### src/rtl/mux_pipe_stage_if.sv
// mux_pipe_stage_if: handshake and data bundle for the registered N:1 select stage.
//   in_bus    NUM_IN*WIDTH  channel k at [k*WIDTH +: WIDTH]
//   sel       SEL_W         channel index, sampled with in_valid
//   in_valid / in_ready     upstream handshake
//   out_data  WIDTH         word at the head of the stage
//   out_valid / out_ready   downstream handshake
//   flush     1             synchronous squash of all held words
//   err       1             sticky select-range error
// master: the side feeding the stage and consuming its output; slave: the stage.
interface mux_pipe_stage_if #(
    parameter int unsigned WIDTH  = 5,
    parameter int unsigned NUM_IN = 4,
    parameter int unsigned SEL_W  = 2
) ();

    localparam int unsigned BUS_W = NUM_IN * WIDTH;

    logic [BUS_W-1:0] in_bus;
    logic [SEL_W-1:0] sel;
    logic             in_valid;
    logic             in_ready;
    logic [WIDTH-1:0] out_data;
    logic             out_valid;
    logic             out_ready;
    logic             flush;
    logic             err;

    modport master (
        output in_bus, sel, in_valid, out_ready, flush,
        input  in_ready, out_data, out_valid, err
    );

    modport slave (
        input  in_bus, sel, in_valid, out_ready, flush,
        output in_ready, out_data, out_valid, err
    );

endinterface

### src/rtl/mux_pipe_stage.sv
// mux_pipe_stage: registered N:1 select with a two-entry skid buffer.
// Ports:
//   clk   rising-edge clock
//   rst   asynchronous active-high reset
//   pipe  mux_pipe_stage_if.slave (in_bus/sel/in_valid/in_ready,
//         out_data/out_valid/out_ready, flush, err)
// Optional feature: define MUX_PIPE_SEL_CHECK_EN to capture zero and raise a
// sticky err on an out-of-range sel; otherwise out-of-range selects channel 0
// and err is tied low.
module mux_pipe_stage #(
    parameter int unsigned WIDTH  = 5,
    parameter int unsigned NUM_IN = 4,
    parameter int unsigned SEL_W  = 2
) (
    input logic              clk,
    input logic              rst,
    mux_pipe_stage_if.slave  pipe
);

    typedef enum logic [1:0] {
        ST_EMPTY = 2'd0,
        ST_ONE   = 2'd1,
        ST_FULL  = 2'd2
    } state_e;

    state_e           state_q, state_d;
    logic [WIDTH-1:0] main_q, main_d;
    logic [WIDTH-1:0] skid_q, skid_d;

    logic [WIDTH-1:0] word_c;
    logic             sel_ok_c;
    logic             in_fire_c;
    logic             out_fire_c;

    // Channel select; sel_ok_c flags an index that names a real channel.
    always_comb begin
        word_c   = '0;
        sel_ok_c = 1'b0;
        for (int unsigned k = 0; k < NUM_IN; k++) begin
            if (pipe.sel == SEL_W'(k)) begin
                word_c   = pipe.in_bus[k*WIDTH +: WIDTH];
                sel_ok_c = 1'b1;
            end
        end
`ifndef MUX_PIPE_SEL_CHECK_EN
        if (!sel_ok_c) begin
            word_c = pipe.in_bus[WIDTH-1:0];
        end
`endif
    end

    // Ready depends only on the state register, never on out_ready.
    assign pipe.in_ready  = (state_q != ST_FULL);
    assign pipe.out_valid = (state_q != ST_EMPTY);
    assign pipe.out_data  = main_q;

    assign in_fire_c  = pipe.in_valid && (state_q != ST_FULL);
    assign out_fire_c = (state_q != ST_EMPTY) && pipe.out_ready;

    // Next-state and storage steering.
    always_comb begin
        state_d = state_q;
        main_d  = main_q;
        skid_d  = skid_q;
        unique case (state_q)
            ST_EMPTY: begin
                if (in_fire_c) begin
                    main_d  = word_c;
                    state_d = ST_ONE;
                end
            end
            ST_ONE: begin
                if (in_fire_c && out_fire_c) begin
                    main_d = word_c;
                end else if (in_fire_c) begin
                    skid_d  = word_c;
                    state_d = ST_FULL;
                end else if (out_fire_c) begin
                    state_d = ST_EMPTY;
                end
            end
            ST_FULL: begin
                if (out_fire_c) begin
                    main_d  = skid_q;
                    state_d = ST_ONE;
                end
            end
            default: begin
                state_d = ST_EMPTY;
            end
        endcase
        // Squash: held words become invalid, data registers keep their contents.
        if (pipe.flush) begin
            state_d = ST_EMPTY;
            main_d  = main_q;
            skid_d  = skid_q;
        end
    end

    always_ff @(posedge clk or posedge rst) begin
        if (rst) begin
            state_q <= ST_EMPTY;
            main_q  <= '0;
            skid_q  <= '0;
        end else begin
            state_q <= state_d;
            main_q  <= main_d;
            skid_q  <= skid_d;
        end
    end

`ifdef MUX_PIPE_SEL_CHECK_EN
    logic err_q, err_d;

    // Sticky until reset; flush leaves it alone.
    always_comb begin
        err_d = err_q;
        if (in_fire_c && !sel_ok_c) begin
            err_d = 1'b1;
        end
    end

    always_ff @(posedge clk or posedge rst) begin
        if (rst) begin
            err_q <= 1'b0;
        end else begin
            err_q <= err_d;
        end
    end

    assign pipe.err = err_q;
`else
    assign pipe.err = 1'b0;
`endif

endmodule

### src/flat_wrapper.sv
// flat-port wrapper written by rule: the top's interface ports become plain ports
module mux_pipe_stage_flat 
#(
    parameter int unsigned WIDTH  = 5,
    parameter int unsigned NUM_IN = 4,
    parameter int unsigned SEL_W  = 2
)
  (clk, rst, pipe_in_bus, pipe_sel, pipe_in_valid, pipe_out_ready, pipe_flush, pipe_in_ready, pipe_out_data, pipe_out_valid, pipe_err);
  mux_pipe_stage_if #(.WIDTH(WIDTH), .NUM_IN(NUM_IN), .SEL_W(SEL_W)) pipe_i ();
  input logic clk;
  input logic rst;
  input wire logic [$bits(pipe_i.in_bus)-1:0] pipe_in_bus;
  input wire logic [$bits(pipe_i.sel)-1:0] pipe_sel;
  input wire logic [$bits(pipe_i.in_valid)-1:0] pipe_in_valid;
  input wire logic [$bits(pipe_i.out_ready)-1:0] pipe_out_ready;
  input wire logic [$bits(pipe_i.flush)-1:0] pipe_flush;
  output wire logic [$bits(pipe_i.in_ready)-1:0] pipe_in_ready;
  output wire logic [$bits(pipe_i.out_data)-1:0] pipe_out_data;
  output wire logic [$bits(pipe_i.out_valid)-1:0] pipe_out_valid;
  output wire logic [$bits(pipe_i.err)-1:0] pipe_err;
  assign pipe_i.in_bus = pipe_in_bus;
  assign pipe_i.sel = pipe_sel;
  assign pipe_i.in_valid = pipe_in_valid;
  assign pipe_i.out_ready = pipe_out_ready;
  assign pipe_i.flush = pipe_flush;
  assign pipe_in_ready = pipe_i.in_ready;
  assign pipe_out_data = pipe_i.out_data;
  assign pipe_out_valid = pipe_i.out_valid;
  assign pipe_err = pipe_i.err;
  mux_pipe_stage #(.WIDTH(WIDTH), .NUM_IN(NUM_IN), .SEL_W(SEL_W)) u_core (.clk(clk), .rst(rst), .pipe(pipe_i));
endmodule
### config.mk
export PLATFORM = sky130hd
export DESIGN_NAME = mux_pipe_stage_flat
export DESIGN_NICKNAME = d
export VERILOG_FILES = /design/src/rtl/mux_pipe_stage_if.sv /design/src/rtl/mux_pipe_stage.sv /design/src/flat_wrapper.sv
export SDC_FILE = /design/constraint.sdc
export NUM_CORES = 1
export LEC_CHECK = 0
export ABC_CLOCK_PERIOD_IN_PS = 2600
export CAP_MARGIN = 20
export CORE_MARGIN = 3
export CORE_UTILIZATION = 45
export CTS_CLUSTER_SIZE = 16
export DETAILED_ROUTE_END_ITERATION = 10
export PLACE_DENSITY = 0.84
export SLEW_MARGIN = 0
export SYNTH_ARGS = -nofsm -noshare
export SYNTH_HDL_FRONTEND = slang
export SYNTH_SLANG_ARGS = --single-unit
### constraint.sdc
create_clock -name clk -period 2.6 [get_ports clk]
set_input_delay 0.52 -clock clk [delete_from_list [all_inputs] [get_ports clk]]
set_output_delay 0.52 -clock clk [all_outputs]
set_load 0.05 [all_outputs]
==> results.toml, run 1 <==
[place]
place.port_buffers = 33
gp_congestion = 0.750
pre_cts_ws_ps = 266
hpwl_um = 1500

[route]
finalWirelength_um = 1860
drt_iter0_drc = 4
wl_per_cell_um = 13.2
first_pass_iters = 5
routed-via-count = 745
ant_nets = 0
via_per_inst = 5.28
drc_errors = 0

[pwr]
p_clk_share_pct = 21.8
swShare_pct = 34.3
combPwrFrac_pct = 40.4
power_density_mw_per_mm2 = 575
p_leak_nw = 0.483
p_sw_uw = 234
vdd_ir_drop_max_v = 0.000398
p_int_uw = 449
p_seq_share_pct = 37.8

[final_layout]
syn_to_final_growth_pct = 42.5
layout_common_cells = "clkdlybuf4s50_1, dfrtp_1, mux2_2, nor2_1"
final_common_cell = "clkdlybuf4s50_1"
layout-drive-gt1-share_pct = 17.1
antenna_cells = 0
layout.nets = 145

[clock_tree]
numCtsBuffers = 3
h-tree-depth = 1
postCtsHoldBufs = 0
cts.sinks = 12
ctsResizeCount = 0
cts_tree = "done"
cts-root-buf = "clkbuf_4"
path_clk_slew_ps = 70
cts.path.max_buffers = 2
cts_setup_buffers = 0
worstSkewPairLatency_ps = 270

[timing]
worstMarginPinSlew_ps = 618
clock_skew_ps = 0.685
fin_setup_tns_ps = 0
setup_slack_ps = 297
rsz0062_at_grt = "no"
slew_headroom_pct = 58.6
drv_slew = 0
hold_violations = 0
setup_viol = 0
fin_crit_ps = 2300
min_period_over_period_pct = 88.6
fmax_mhz = 434

[global_route]
grt_max_degree = 21
overflow = 0
antenna_found_initial = 0
grt_pass1_vias = 754
grt_pass1_wl_um = 3170
grt_use_total_pct = 17.1

[hold_path]
hp-class = "flop to flop"

[setup_path]
start_kind = "flop"
crit_arrival_ps = 1780
path_cells = "nor2b_2, inv_4, clkdlybuf4s50_1"
required_ps = 2080
crit_buf_inv = 2
crit_type = "flop to output pin"
cp_slowest_cell = "clkdlybuf4s50_1"
crit_family = "buffers and inverters"
slowest_delay_ps = 810
critPathMaxFanout = 11
worstSetupEndpointType = "output pin"

[floorplanning]
die_w_um = 49.0
ios = 35
die_area_mm2 = 0.00240
rows = 14
core_area_mm2 = 0.00163
die_h_um = 49.0
start_util_pct = 51.2

[synthesis]
synth_fp_nets = 112
syn_inst = 85
synth-seq-cells = 12
synth_cell_types = 25
avgSynthCellArea_um2 = 9.80
yosys_warnings = 0
ys_seq_area_share_pct = 36.0
syn_area_um2 = 833

[run_status]
status = "completed"

[run]
maxCapViolations = 0
==> layout make-up <==
class                           count  area (um^2)
Clock buffer                        4         36.3
Sequential cell                    12          300
Timing Repair Buffer               34          338
Tap cell                           24         30.0
Fill cell                         125          442
Inverter                            2         10.0
Multi-Input combinational cell     65          473
==> final timing paths <==
path | startpoint | to | slack [ps] | depth (start not counted)
setup / recovery | u_core.state_q[1]$_DFFE_PP0P_ | pipe_in_ready | 300 | 3
setup reg to reg | u_core.state_q[0]$_DFFE_PP0P_ | u_core.pipe.out_data[1]$_DFFE_PP0P_ | 970 | 5
max in group asynchronous | rst | u_core.pipe.out_data[0]$_DFFE_PP0P_ | 1760 | 2
min in group asynchronous | rst | u_core.pipe.out_data[2]$_DFFE_PP0P_ | 540 | 2
hold reg to reg | u_core.skid_q[1]$_DFFE_PP0P_ | u_core.skid_q[1]$_DFFE_PP0P_ | 510 | 1
hold / removal | u_core.skid_q[1]$_DFFE_PP0P_ | u_core.skid_q[1]$_DFFE_PP0P_ | 510 | 1
==> Yosys cell counts <==
library cell / number / area [um^2]
dfrtp_1: 12 / 300
nor2b_1: 3 / 18.8
inv_1: 1 / 3.75
nor2_1: 8 / 30.0
a21oi_1: 6 / 30.0
nor3_1: 6 / 30.0
nand2b_1: 1 / 6.26
and2_1: 5 / 31.3
conb_1: 1 / 3.75
a21oi_4: 1 / 16.3
buf_6: 3 / 33.8
nor2b_2: 1 / 8.76
a311oi_1: 5 / 43.8
mux2_2: 10 / 113
clkbuf_1: 1 / 3.75
and2b_1: 3 / 22.5
buf_4: 1 / 7.51
or2_2: 1 / 6.26
o21a_1: 1 / 7.51
mux2i_1: 6 / 60.1
nor4_1: 5 / 31.3
nand3_1: 1 / 5.00
buf_2: 1 / 5.00
inv_4: 1 / 6.26
o21ai_2: 1 / 8.76
==> layer usage <==
layer,vias to the layer above,share of wire [%],global-route usage [%]
li1,372,-,-
met1,350,41,18.3
met2,19,52,30.1
met3,4,5.8,5.81
met4,0,1.4,7.58
met5,-,0,0
==> worst reg2reg max path: cells and delay by family (launching register included) <==
| kind | cells | cell delay, ps |
|---|---|---|
| buf+inv | 1 | 190 |
| mux | 1 | 360 |
| flops | 1 | 450 |
| compound gates | 2 | 320 |
| simple gates | 1 | 200 |
==> through the flow <==
| stage | power, mW | instances | hold slack (ps) | utilization (%) | instance area [um^2] |
|---|---|---|---|---|---|
| after floorplan | 0.437 | 85 | 385 | - | 833 |
| after global placement | 0.532 | 137 | 492 | 70.7 | 1150 |
| after detailed placement | 0.539 | 137 | 497 | 70.7 | 1150 |
| after CTS | 0.690 | 141 | 515 | 72.9 | 1190 |
| after global routing | 0.718 | 141 | 536 | 72.9 | 1190 |
| final | 0.683 | 141 | 512 | 72.9 | 1190 |
==> state kept, by name (all words and copies together) (netlist names) <==
| signal | flops |
|---|---|
| u_core.state_q | 2 |
| u_core.skid_q | 5 |
| u_core.pipe.out_data | 5 |
==> cells by family after synthesis <==
logic type / count (synthesis) / share of synthesized area [%]
muxes: 16 / 20.7
and+or+nand+nor: 34 / 22.8
buffers and inverters: 8 / 7.21
AOI/OAI and AO/OA: 14 / 12.8
DFF: 12 / 36.0
other: 1 / 0.450
==> power groups by stage <==
| stage | clock network [mW] | logic (mW) | registers [mW] |
|---|---|---|---|
| 3_5_place_dp | 0 | 0.278 | 0.262 |
| 5_1_grt | 0.159 | 0.295 | 0.265 |
| 3_3_place_gp | 0 | 0.273 | 0.260 |
| 4_1_cts | 0.153 | 0.279 | 0.258 |
| 6_report | 0.149 | 0.276 | 0.258 |
| 2_1_floorplan | 0 | 0.109 | 0.328 |
Note: power is estimated with default switching activity, not from simulation.
==> run 2: changes to the inputs <==
--- a/config.mk
+++ b/config.mk
@@ -5,7 +5,7 @@
 export SDC_FILE = /design/constraint.sdc
 export NUM_CORES = 1
 export LEC_CHECK = 0
-export ABC_CLOCK_PERIOD_IN_PS = 2600
+export ABC_CLOCK_PERIOD_IN_PS = 2850
 export CAP_MARGIN = 20
 export CORE_MARGIN = 3
 export CORE_UTILIZATION = 45
@@ -16,3 +16,4 @@
 export SYNTH_ARGS = -nofsm -noshare
 export SYNTH_HDL_FRONTEND = slang
 export SYNTH_SLANG_ARGS = --single-unit
+export TNS_END_PERCENT = 10
==> constraint.sdc (replaced) <==
create_clock -name clk -period 2.85 [get_ports clk]
set_input_delay 0.57 -clock clk [delete_from_list [all_inputs] [get_ports clk]]
set_output_delay 0.57 -clock clk [all_outputs]
set_load 0.05 [all_outputs]
==> run 2 against run 1 <==
Net effect: via count rose by 5.2%; critical path depth did not move; utilization did not move; first-iteration DRC count rose to 3.5 times the previous value; global-route usage rose by 2.7 points; register-to-register slack improved by 230 ps; clock power fell by 8%; setup slack improved by 170 ps; sequential share of layout area did not move; cell count did not move; total power fell by 7.8%; sequential cell count did not move.
==> results.toml, run 2 (synthesis gave the netlist of run 1 again) <==
[clock_tree]
numCtsBuffers = 3
cts.path.max_buffers = 2
worstSkewPairLatency_ps = 270
h-tree-depth = 1
postCtsHoldBufs = 0
cts.sinks = 12
cts_setup_buffers = 0
cts_tree = "done"
path_clk_slew_ps = 80
ctsResizeCount = 0
cts-root-buf = "clkbuf_4"

[setup_path]
slowest_delay_ps = 810
cp-startpoint = "u_core.state_q[1]$_DFFE_PP0P_"
start_kind = "flop"
critPathMaxFanout = 11
required_ps = 2280
crit_arrival_ps = 1810
crit_type = "flop to output pin"
cp_slowest_cell = "clkdlybuf4s50_1"
crit_buf_inv = 2
path_cells = "nor2b_2, inv_4, clkdlybuf4s50_1"
crit_family = "buffers and inverters"
worstSetupEndpointType = "output pin"
reg2reg_from = "u_core.state_q[0]$_DFFE_PP0P_"

[route]
routed-via-count = 784
via_per_inst = 5.56
finalWirelength_um = 2120
drc_errors = 0
wl_per_cell_um = 15.0
ant_nets = 0
first_pass_iters = 4
drt_iter0_drc = 14

[final_layout]
multi_input_area_um2 = 473
antenna_cells = 0
final_cells = 141
seqCellArea_um2 = 300
syn_to_final_growth_pct = 42.5
n_fill_cell = 131
final_common_cell = "clkdlybuf4s50_1"
layout.nets = 145
layout-drive-gt1-share_pct = 17.1
layout_common_cells = "clkdlybuf4s50_1, dfrtp_1, mux2_2, nor2_1"

[hold_path]
hp-class = "flop to flop"
hold_start = "u_core.skid_q[4]$_DFFE_PP0P_"

[run_status]
status = "completed"

[timing]
hold_violations = 0
setup_viol = 0
clock_skew_ps = 1.28
worstMarginPinSlew_ps = 696
drv_slew = 0
rsz0062_at_grt = "no"
slew_headroom_pct = 53.4
fmax_mhz = 420
fin_setup_tns_ps = 0
min_period_over_period_pct = 83.6
fin_crit_ps = 2380

[pwr]
vdd_ir_drop_max_v = 0.000485
p_leak_nw = 0.483
power_density_mw_per_mm2 = 530

[global_route]
grt_max_degree = 21
overflow = 0
grt_pass1_wl_um = 3660
grt_pass1_vias = 813
grt_use_total_pct = 19.8
antenna_found_initial = 0

[floorplanning]
rows = 14
core_area_mm2 = 0.00163
die_area_mm2 = 0.00240
die_h_um = 49.0
start_util_pct = 51.2
ios = 35
die_w_um = 49.0

[run]
maxCapViolations = 0

[place]
hpwl_um = 1630
place.port_buffers = 33
post-place-cells = 137
gp_congestion = 0.755
[run 2: cell counts in the layout (fill, tap and decap cells not counted)]
Identical to the previous run, type by type.
[run 2: worst paths after layout]
check                                                       to  cells after the start  slack [ps]
max                                              pipe_in_ready                      3         470
min                               u_core.skid_q[4]$_DFFE_PP0P_                      1         520
max reg2reg                u_core.pipe.out_data[4]$_DFFE_PP0P_                      5        1200
min reg2reg                       u_core.skid_q[4]$_DFFE_PP0P_                      1         520
max in group asynchronous         u_core.skid_q[2]$_DFFE_PP0P_                      2        1940
min in group asynchronous  u_core.pipe.out_data[3]$_DFFE_PP0P_                      2         600
[run 2: where the power goes]
| part | internal, mW | switching [mW] |
|---|---|---|
| clock network | 0.0777 | 0.0596 |
| registers | 0.213 | 0.0249 |
| logic | 0.119 | 0.135 |
| total | 0.410 | 0.220 |
[run 2: final cells by class]
| class | instances | share of cell area (%) |
|---|---|---|
| multi-input cells | 65 | 39.8 |
| repair buffers | 34 | 28.5 |
| flip-flops and latches | 12 | 25.3 |
| clock buffers | 4 | 3.06 |
| well taps | 24 | 2.53 |
| inverters | 2 | 0.843 |
[run 2: routing by layer]
| metal | track usage, % | wire [um] | part of all wire [%] |
|---|---|---|---|
| met3 | 7.34 | 147 | 6.9 |
| met1 | 20.8 | 821 | 39 |
| met2 | 35.7 | 1110 | 53 |
| met5 | 0 | 0 | 0 |
| met4 | 7.11 | 33 | 1.6 |
[run 2: metrics by stage]
stage | hold WS, ps | area (um^2) | worst slack [ps] | util, % | power, mW
3_3_place_gp | 492 | 1150 | 548 | 70.7 | 0.486
6_report | 519 | 1190 | 468 | 72.9 | 0.629
5_1_grt | 536 | 1190 | 369 | 72.9 | 0.666
3_5_place_dp | 503 | 1150 | 456 | 70.7 | 0.496
2_1_floorplan | 435 | 833 | 1330 | - | 0.399
4_1_cts | 521 | 1190 | 461 | 72.9 | 0.635
==> run 3: changes to the inputs <==
--- a/config.mk
+++ b/config.mk
@@ -5,13 +5,13 @@
 export SDC_FILE = /design/constraint.sdc
 export NUM_CORES = 1
 export LEC_CHECK = 0
-export ABC_CLOCK_PERIOD_IN_PS = 2850
+export ABC_CLOCK_PERIOD_IN_PS = 1950
 export CAP_MARGIN = 20
 export CORE_MARGIN = 3
-export CORE_UTILIZATION = 45
+export CORE_UTILIZATION = 37
 export CTS_CLUSTER_SIZE = 16
 export DETAILED_ROUTE_END_ITERATION = 10
-export PLACE_DENSITY = 0.84
+export PLACE_DENSITY = 0.74
 export SLEW_MARGIN = 0
 export SYNTH_ARGS = -nofsm -noshare
 export SYNTH_HDL_FRONTEND = slang
==> constraint.sdc (replaced) <==
create_clock -name clk -period 1.95 [get_ports clk]
set_input_delay 0.39 -clock clk [delete_from_list [all_inputs] [get_ports clk]]
set_output_delay 0.39 -clock clk [all_outputs]
set_load 0.05 [all_outputs]
==> run 3 against run 2 <==
Net effect: total power up 38%; largest power group unchanged; critical endpoint is now pipe_out_data[4]; first-iteration DRC count is the same; sequential power grew 45%; non-clock buffer count grew 3; cell count rose by 3.5%; combinational power rose by 47%; clock power grew 8%; die area increased by 19%; sequential share of layout area shrank 0.42 points; critical path depth fell by 2.
==> results.toml, run 3 (synthesis gave the netlist of run 1 again) <==
[route]
ant_nets = 0
wl_per_cell_um = 13.0
finalWirelength_um = 1900
drt_iter0_drc = 14
via_per_inst = 5.12
routed-via-count = 747
drc_errors = 0
first_pass_iters = 4

[setup_path]
cp_slowest_cell = "clkdlybuf4s50_1"
required_ps = 1560
reg2reg_from = "u_core.state_q[1]$_DFFE_PP0P_"
critPathMaxFanout = 2
crit_family = "buffers and inverters"
r2r_setup_slack_ps = 440
worstReg2RegEnd = "u_core.pipe.out_data[1]$_DFFE_PP0P_"
path_cells = "clkdlybuf4s50_1"
slowest_delay_ps = 810
start_kind = "flop"
crit_buf_inv = 1
reg2reg_depth = 4
crit_type = "flop to output pin"
worstSetupEndpointType = "output pin"
crit_arrival_ps = 1440

[timing]
clock_skew_ps = 1.78
drv_slew = 0
fin_setup_tns_ps = 0
min_period_over_period_pct = 93.6
whs_ps = 410
hold_violations = 0
fin_crit_ps = 1830
slew_headroom_pct = 66.3
setup_viol = 0
worstMarginPinSlew_ps = 504
fmax_mhz = 548
rsz0062_at_grt = "no"

[pwr]
swShare_pct = 35.0
finalPower_uw = 866
p_sw_uw = 303
p_seq_share_pct = 39.7
combPwrFrac_pct = 43.2
power_density_mw_per_mm2 = 717
p_leak_nw = 0.496
p_clk_share_pct = 17.1
p_int_uw = 563
vdd_ir_drop_max_v = 0.000728

[clock_tree]
ctsResizeCount = 0
worstSkewPairLatency_ps = 270
path_clk_slew_ps = 70
numCtsBuffers = 3
cts_tree = "done"
cts-root-buf = "clkbuf_4"
cts.path.max_buffers = 2
postCtsHoldBufs = 0
h-tree-depth = 1
cts.sinks = 12
cts_setup_buffers = 0

[global_route]
grt_pass1_wl_um = 3110
grt_max_degree = 21
grt_use_total_pct = 15.7
antenna_found_initial = 0
overflow = 0
grt_pass1_vias = 748

[run_status]
status = "completed"

[floorplanning]
die_area_mm2 = 0.00286
core_area_mm2 = 0.00204
rows = 16
ios = 35
die_w_um = 53.5
die_h_um = 53.5
start_util_pct = 40.8

[place]
hpwl_um = 1590
gp_congestion = 0.780
place.port_buffers = 33
placed_cell_area_mm2 = 0.00118

[final_layout]
n_fill_cell = 205
design_area_mm2 = 0.00121
layout_common_cells = "clkdlybuf4s50_1, dfrtp_1, mux2_2, nor2_1"
antenna_cells = 0
final_common_cell = "clkdlybuf4s50_1"
syn_to_final_growth_pct = 44.9
finish.utilization_pct = 59.1
layout.nets = 148
layout-drive-gt1-share_pct = 20.2

[run]
maxCapViolations = 0

[hold_path]
hp-class = "input port to asynchronous set/reset pin"
## run 3: routing by layer
layer  up-vias  track usage (%)  share of wire [%]
li1        376                -                  -
met2        22             29.0                 53
met1       344             15.8                 38
met5         -                0                  0
met3         5             5.07                6.6
met4         0             6.38                1.9
## run 3: layout make-up
class | instances | area [um^2] | share of cell area, %
multi-input cells | 65 | 473 | 39.2
repair buffers | 37 | 368 | 30.5
flip-flops and latches | 12 | 300 | 24.9
well taps | 27 | 33.8 | 2.80
clock buffers | 3 | 22.5 | 1.87
inverters | 2 | 10.0 | 0.829
## run 3: metrics by stage
step           setup WS (ps)  instances
2_1_floorplan            562         85
3_3_place_gp            30.8        143
3_5_place_dp           -15.6        143
4_1_cts                  111        146
5_1_grt                 72.2        146
6_report                 125        146
## run 3: power by group through the flow
stage / Sequential [mW] / Clock, mW / Combinational, mW
global route: 0.354 / 0.161 / 0.402
global placement: 0.347 / 0 / 0.372
CTS: 0.345 / 0.156 / 0.378
detailed placement: 0.350 / 0 / 0.377
finish: 0.344 / 0.148 / 0.374
floorplan: 0.437 / 0 / 0.146
## run 3: worst max path at each step
| stage | cells after the start | slack, ps | endpoint | start |
|---|---|---|---|---|
| floorplan | 4 | 560 | u_core.pipe.out_data[0]$_DFFE_PP0P_ | u_core.state_q[1]$_DFFE_PP0P_ |
| detailed placement | 5 | -20 | u_core.pipe.out_data[1]$_DFFE_PP0P_ | pipe_in_valid |
| finish | 1 | 120 | pipe_out_data[4] | u_core.pipe.out_data[4]$_DFFE_PP0P_ |
| global route | 1 | 70 | pipe_out_data[3] | u_core.pipe.out_data[3]$_DFFE_PP0P_ |
| CTS | 1 | 110 | pipe_out_data[2] | u_core.pipe.out_data[2]$_DFFE_PP0P_ |
| global placement | 6 | 30 | u_core.pipe.out_data[3]$_DFFE_PP0P_ | pipe_sel[0] |
